### config.mk
export PLATFORM = sky130hd
export DESIGN_NAME = led_pattern_gen
export DESIGN_NICKNAME = d
export VERILOG_FILES = /design/src/rtl/led_pattern_gen.sv
export SDC_FILE = /design/constraint.sdc
export NUM_CORES = 1
export LEC_CHECK = 0
export CAP_MARGIN = 10
export CORE_MARGIN = 5
export CORE_UTILIZATION = 34
export DETAILED_ROUTE_END_ITERATION = 8
export SKIP_CTS_REPAIR_TIMING = 1
export SYNTH_ARGS = -nofsm -noshare
export SYNTH_HDL_FRONTEND = slang
export SYNTH_SLANG_ARGS = --single-unit
### constraint.sdc
create_clock -name clk -period 2.2 [get_ports clk]
set_input_delay 0.33 -clock clk [delete_from_list [all_inputs] [get_ports clk]]
set_output_delay 0.33 -clock clk [all_outputs]
set_load 0.05 [all_outputs]
### src/rtl/led_pattern_gen.sv
// LED pattern sequencer: a clock-enable prescaler steps one of four lit-mask
// patterns onto the LED bank, with fixed or auto-cycling pattern selection.
module led_pattern_gen #(
    parameter int N_LED      = 16,
    parameter int FAST_DIV   = 10,
    parameter int SLOW_DIV   = 40,
    parameter bit ACTIVE_LOW = 1'b1
) (
    input  logic                     clk,
    input  logic                     rst,
    input  logic                     speed,
    input  logic                     run,
    input  logic                     auto_cycle,
    input  logic [1:0]               mode_sel,
    output logic [N_LED-1:0]         led,
    output logic                     step_tick,
    output logic [1:0]               pat_id,
    output logic [$clog2(N_LED)-1:0] step_idx
);

    localparam int SW      = $clog2(N_LED);
    localparam int MAX_DIV = (FAST_DIV > SLOW_DIV) ? FAST_DIV : SLOW_DIV;
    localparam int CW      = $clog2(MAX_DIV + 1);

    localparam logic [SW-1:0]    LAST_SHIFT = SW'(N_LED - 1);
    localparam logic [SW-1:0]    LAST_HALF  = SW'(N_LED / 2 - 1);
    localparam logic [N_LED-1:0] ONE        = {{(N_LED-1){1'b0}}, 1'b1};
    localparam logic [N_LED-1:0] LED_OFF    = ACTIVE_LOW ? {N_LED{1'b1}} : {N_LED{1'b0}};

    typedef enum logic [1:0] {
        PAT_SHIFT     = 2'd0,
        PAT_CONVERGE  = 2'd1,
        PAT_CONVERGE2 = 2'd2,
        PAT_DIVERGE   = 2'd3
    } pat_t;

    // Lit-mask (1 = lit) for a pattern at a given step.
    function automatic logic [N_LED-1:0] f_mask(input pat_t pat, input logic [SW-1:0] step);
        logic [N_LED-1:0] m;
        int               k;
        k = int'(step);
        case (pat)
            PAT_SHIFT:     m = ONE << (N_LED - 1 - k);
            PAT_CONVERGE:  m = (ONE << (N_LED - 1 - k)) | (ONE << k);
            PAT_CONVERGE2: m = (ONE << (N_LED - 1 - k)) | (ONE << (N_LED - 2 - k))
                             | (ONE << k) | (ONE << (k + 1));
            default:       m = (ONE << (N_LED / 2 - 1 - k)) | (ONE << (N_LED / 2 + k));
        endcase
        return m;
    endfunction

    logic             r_speed;
    logic [CW-1:0]    r_cnt;
    pat_t             r_pat;
    logic [SW-1:0]    r_step;
    logic [N_LED-1:0] r_led;
    logic             r_step_tick;
    logic [1:0]       r_pat_id;
    logic [SW-1:0]    r_step_idx;

    logic [CW-1:0]    w_div;
    logic             w_last;
    pat_t             w_sel;
    logic [N_LED-1:0] w_mask;
    logic [N_LED-1:0] w_drive;

    assign w_div   = r_speed ? CW'(SLOW_DIV) : CW'(FAST_DIV);
    assign w_last  = (r_pat == PAT_SHIFT) ? (r_step == LAST_SHIFT) : (r_step == LAST_HALF);
    assign w_sel   = pat_t'(mode_sel);
    assign w_mask  = f_mask(r_pat, r_step);
    assign w_drive = ACTIVE_LOW ? ~w_mask : w_mask;

    // run=0 wins over a tick; a speed change restarts the prescaler without ticking.
    always_ff @(posedge clk or negedge rst) begin
        if (!rst) begin
            r_speed     <= 1'b0;
            r_cnt       <= '0;
            r_pat       <= PAT_SHIFT;
            r_step      <= '0;
            r_led       <= LED_OFF;
            r_step_tick <= 1'b0;
            r_pat_id    <= 2'd0;
            r_step_idx  <= '0;
        end else begin
            r_speed     <= speed;
            r_step_tick <= 1'b0;
            if (!run) begin
                r_led  <= LED_OFF;
                r_cnt  <= '0;
                r_step <= '0;
                r_pat  <= w_sel;
            end else if (r_speed != speed) begin
                r_cnt <= '0;
            end else if (r_cnt == w_div) begin
                r_cnt       <= '0;
                r_led       <= w_drive;
                r_step_tick <= 1'b1;
                r_pat_id    <= r_pat;
                r_step_idx  <= r_step;
                if (w_last) begin
                    r_step <= '0;
                    r_pat  <= auto_cycle ? pat_t'(r_pat + 2'd1) : w_sel;
                end else if (!auto_cycle && (w_sel != r_pat)) begin
                    r_step <= '0;
                    r_pat  <= w_sel;
                end else begin
                    r_step <= r_step + 1'b1;
                end
            end else begin
                r_cnt <= r_cnt + 1'b1;
            end
        end
    end

    assign led       = r_led;
    assign step_tick = r_step_tick;
    assign pat_id    = r_pat_id;
    assign step_idx  = r_step_idx;

endmodule

After elaboration in Yosys (flattened, before gate mapping)
Index checks and enable logic that the tools add are counted.

Output and inout bits: 23. Input bits: 7. Flip-flop bits (word level): 36.

Bitwise logic cells: 7. Shift-type cells: 6. Add/subtract/negate cells: 8. Reduce and logical (&&, ||, !) cells: 6. Equal/unequal tests: 10. Multiplexer cells: 23.

Operator list (count): << shifter 1 x 32 -> 16 bit, first input constant (3); OR 16 bit (5); two-way mux 16 bit (3); case mux 16 bit (3 select lines) (1); << shifter 1 x 5 -> 16 bit, first input constant (2); two-way mux 6 bit (4); two-way mux 4 bit (5); inverter 16 bit (1); << shifter 1 x 4 -> 16 bit, first input constant (1); two-way mux 2 bit (6); subtractor 4 x 4 -> 5 bit, first input constant (2); adder 6 x 1 -> 6 bit, second input constant (1); == test 6 bit (1); AND reduction 3 bit (2); adder 4 x 1 -> 5 bit, second input constant (1); adder 4 x 4 -> 5 bit, first input constant (1); subtractor 3 x 4 -> 5 bit, first input constant (1); adder 4 x 1 -> 4 bit, second input constant (1); == test 4 x 3 -> 1 bit, second input constant (1); == test 4 bit, second input constant (1); two-way mux 1 bit (4); inequality test 3 x 1 -> 1 bit, second input constant (1); adder 2 x 1 -> 2 bit, second input constant (1); == test 2 x 1 -> 1 bit, second input constant (1); 10 further kinds (10).

Depth between registers and ports, before layout
Word-level depth: 10. Mapped depth: 9. Mapped depth without buffers: 7.

Least setup slack after synthesis
OpenSTA, ideal clock, no wires.

Path type: reg2reg. Start: reg r_step[0]. End: reg r_led[0], in the netlist led[0]. Setup time: 0.082 ns. Clock period less this slack: 2.208 ns. Arrival: 2.126 ns. Path slack: -0.008 ns. Required time: 2.118 ns. Buffers on the path: 2. Stages on the path, launching flop included: 9. Cell sequence: dfrtp_1 buf_2 inv_1 ha_1 clkbuf_1 or3b_2 and2_1 a211oi_1 nor2_1.

Longest elaborated chain between the ends: 10.

Ends and longest elaborated chain: start: declaration (line 55) `logic [SW-1:0] r_step;`; start signal: assignment (line 107) `r_step <= r_step + 1'b1;`; subtractor 4 x 4 -> 5 bit, on equally long branches (line 43, 44, 45); << shifter 1 x 32 -> 16 bit, on equally long branches (line 43, 44, 45); OR 16 bit (line 45) `PAT_CONVERGE2: m = (ONE << (N_LED - 1 - k)) | (ONE << (N_LED - 2 - k))`; OR 16 bit (2 in a row) (line 46) `| (ONE << k) | (ONE << (k + 1));`; case mux 16 bit (3 select lines) * (line 42) `case (pat)`; inverter 16 bit * (line 71) `assign w_drive = ACTIVE_LOW ? ~w_mask : w_mask;`; two-way mux 16 bit * (line 94) `end else if (r_cnt == w_div) begin`; two-way mux 16 bit * (line 92) `end else if (r_speed != speed) begin`; two-way mux 16 bit * (line 87) `if (!run) begin`; end signal: assignment (line 96) `r_led <= w_drive;`; end: declaration (line 56) `logic [N_LED-1:0] r_led;`.

Every way passes the cells marked *; elsewhere a longest branch is shown, timed or not. The select of a mux whose other input is x is not followed. A chain may end at the register's enable or synchronous reset.

Final worst setup path
Start: reg r_step[0]. End: reg r_led[10], in the netlist led[10].

The elaborated chain is that of the path after synthesis.

==> impl_results.md <==
* Outcome: finished clean
* Hpwl dp at around 6600 um
* Rows at 33
* Tcrit/Tclk final at 93.2%
* Crit path launch type: flop
* Max-cap violation count at 0
* DIE WIDTH at 101 um
* Routed WL per cell at 18.3 um
* Cells taking the most area after synthesis: dfrtp_1, dfstp_2, nor2_1, ha_1, nand2_1
* Ports at 30
* #FFs+latches synth at 36
* Post-synth top area share at between 15 and 20%
* Fin util at around 44%
* Initial core utilization at 34.6%
* Finished Layout Cells at 497
* Most frequent cells in the layout: nor2_1, nand2_1, buf_4
* Placed Cells incl. Taps at slightly below 500
* CTS tree: yes
* # setup viols final at 0
* Relative slew slack at a little over two fifths
* CP Cell Sequence: ha_1 -> ha_2 -> buf_4 -> nor4_1 -> o311a_1 -> a211oi_1
* Worst Path Max Fanout at 12
* Final net count at 410
* DR iter-0 viols at 227
* Cell area after synthesis at roughly 0.0028 sq mm
* Placement Cell Area at approximately 0.0034 sq mm
* Placer Congestion at ~0.95
* Worst skew pair latency at 300 ps
* Req. time, crit path at approximately 2400 ps
* Power Density at roughly 570 mW/mm^2
* R2R setup slack at ~150 ps
* Remaining antenna violation count at 0
* Leakage Power at around 1.5 nW
* Die H at 101 um
* Syn. warnings at 0
* CP endpoint kind: flop
* Gr usage total at 18.3%
* Fraction of layout cells with a size suffix above 1 at around 22%
* Fmax at roughly 490 MHz
* CP Data Arrival Time at between 2000 and 2500 ps
* TNS Setup at 0 ps
* Cell family with most CP delay: adder cells
* Final WL at a little over 9000 um
* Most common cell after layout, fill and taps aside: nor2_1
* Clock buffer count from CTS at 5
* CP max-delay cell: dfrtp_2
* Clock Path Buffers at 2
* Initial antenna violation count at 0
* Final Hold Viols at 0
* Synth area leader: dfrtp_1
* Ys flop type: dfrtp_1
* Clk sinks at 36
* IR drop worst, VDD at ~330 uV
* Clk_skew at ~4.4 ps
* Drt pass-1 iters at 5
* Crit path buffers/inverters at 1
* Minimum clock period at a little over 2000 ps
* Hold Crit Class: input port to asynchronous set/reset pin
* Asr flop ratio synth at 100%
* Crit Path Category: flop to flop
* Distinct cell type count after synthesis at between 60 and 70
* Vias/cell at 5.75
* Area Growth Syn to Fin at 26.1%
* Syn_nets at 363
* H-tree Lvls at 2
* Gate Count Post-Synth at roughly 340
* GR Overflow Total at 0
* Residual DRC at 0
* EDFF count, synth at 0
* Port Buffers at 29
* Crit-path max cell delay at between 400 and 500 ps
* Vias at between 2000 and 3000
* Slew @ Worst Pin at a little under 900 ps
* Vias in the first global route at ~2800
* Pin count of the biggest net entering global routing at 37
* First-pass GRT wire length at 14700 um
* Core box area at a little over 0.008 sq mm
* Full die area at roughly 0.01 sq mm
* CTS clk-pin slew, worst paths at approximately 80 ps
* Seq/Total Area, Yosys at approximately a third
* Antenna diodes at 0
* Max Slew Vio Count at 0
* Syn Area/Cell at between 8 and 9 sq um
* Clock Root Buffer: clkbuf_8
* Design area at about 0.0035 sq mm
## state kept, by name, indices dropped and copies added, names as in the netlist
| name | count |
|---|---|
| r_speed | 1 |
| step_idx | 4 |
| r_cnt | 6 |
| led | 16 |
| r_step | 4 |
| pat_id | 2 |
| r_pat | 2 |
| step_tick | 1 |
## per-layer routing
metal  track usage [%]  up-vias  routed length (um)
li1                  -     1355                   -
met1              23.7     1379                4030
met2              29.9      105                4300
met3              3.39       21                 514
met4              7.46        0                 245
met5                 0        -                   0
## logic make-up after synthesis
kind of cell	after synthesis	share of synthesized area, %
AOI/OAI and AO/OA	109	25.9
buffers and inverters	41	6.80
adders and majority gates	12	5.34
DFF	36	32.7
xor gates and xnor gates	9	3.07
muxes	7	2.53
and+or+nand+nor	130	23.6
## synth_stat cells, types with 3 or more instances
master     number
a211oi_1        7
xnor2_1         4
buf_2           9
o22ai_1        11
nand3b_1        3
o31ai_1         7
clkbuf_1       13
xor2_1          4
dfstp_2        16
a21oi_1        18
nand3_1        13
or3b_2          3
buf_4           3
nand2_1        36
nand4_1         3
o21ai_0        25
a31oi_1         7
nor2b_1         3
nand2b_1        7
mux2i_1         6
nor2_1         41
o211ai_1        3
a2111oi_0       4
ha_1           12
o32ai_1         3
inv_1          11
dfrtp_1        20
## metrics by stage
step                hold slack [ps]  power [mW]  setup WS, ps
floorplan                      34.4        1.15          18.3
global placement                478        1.40          56.5
detailed placement              476        1.41          66.1
global route                    214        2.15         -1.07
finish                          124        2.04           150
CTS                             171        2.03          44.7
## power breakdown
| group | switching, mW | leakage (nW) | internal (mW) |
|---|---|---|---|
| Combinational | 0.435 | 0.969 | 0.284 |
| Sequential | 0.0328 | 0.438 | 0.682 |
| Clock | 0.266 | 0.0552 | 0.337 |
| Total | 0.734 | 1.46 | 1.30 |
## final timing paths
check | start | end | cells past startpoint
min | rst | step_tick$_DFF_PN0_ | 1
max reg2reg | r_step[0]$_DFFE_PN0P_ | led[10]$_DFFE_PN1P_ | 6
max | r_step[0]$_DFFE_PN0P_ | led[10]$_DFFE_PN1P_ | 6
min in group clk | step_idx[0]$_DFFE_PN0P_ | step_idx[0]$_DFFE_PN0P_ | 2
max in group asynchronous | rst | r_step[0]$_DFFE_PN0P_ | 1
min reg2reg | step_idx[0]$_DFFE_PN0P_ | step_idx[0]$_DFFE_PN0P_ | 2
## cell type report
class	count	area, sq um
clock buffer	6	72.6
clock inverter	2	35.0
fill	820	4590
inverter	13	48.8
multi-input combinational	267	1720
sequential	36	922
tap	105	131
timing repair buffer	68	616
Note: power is estimated with default switching activity, not from simulation.
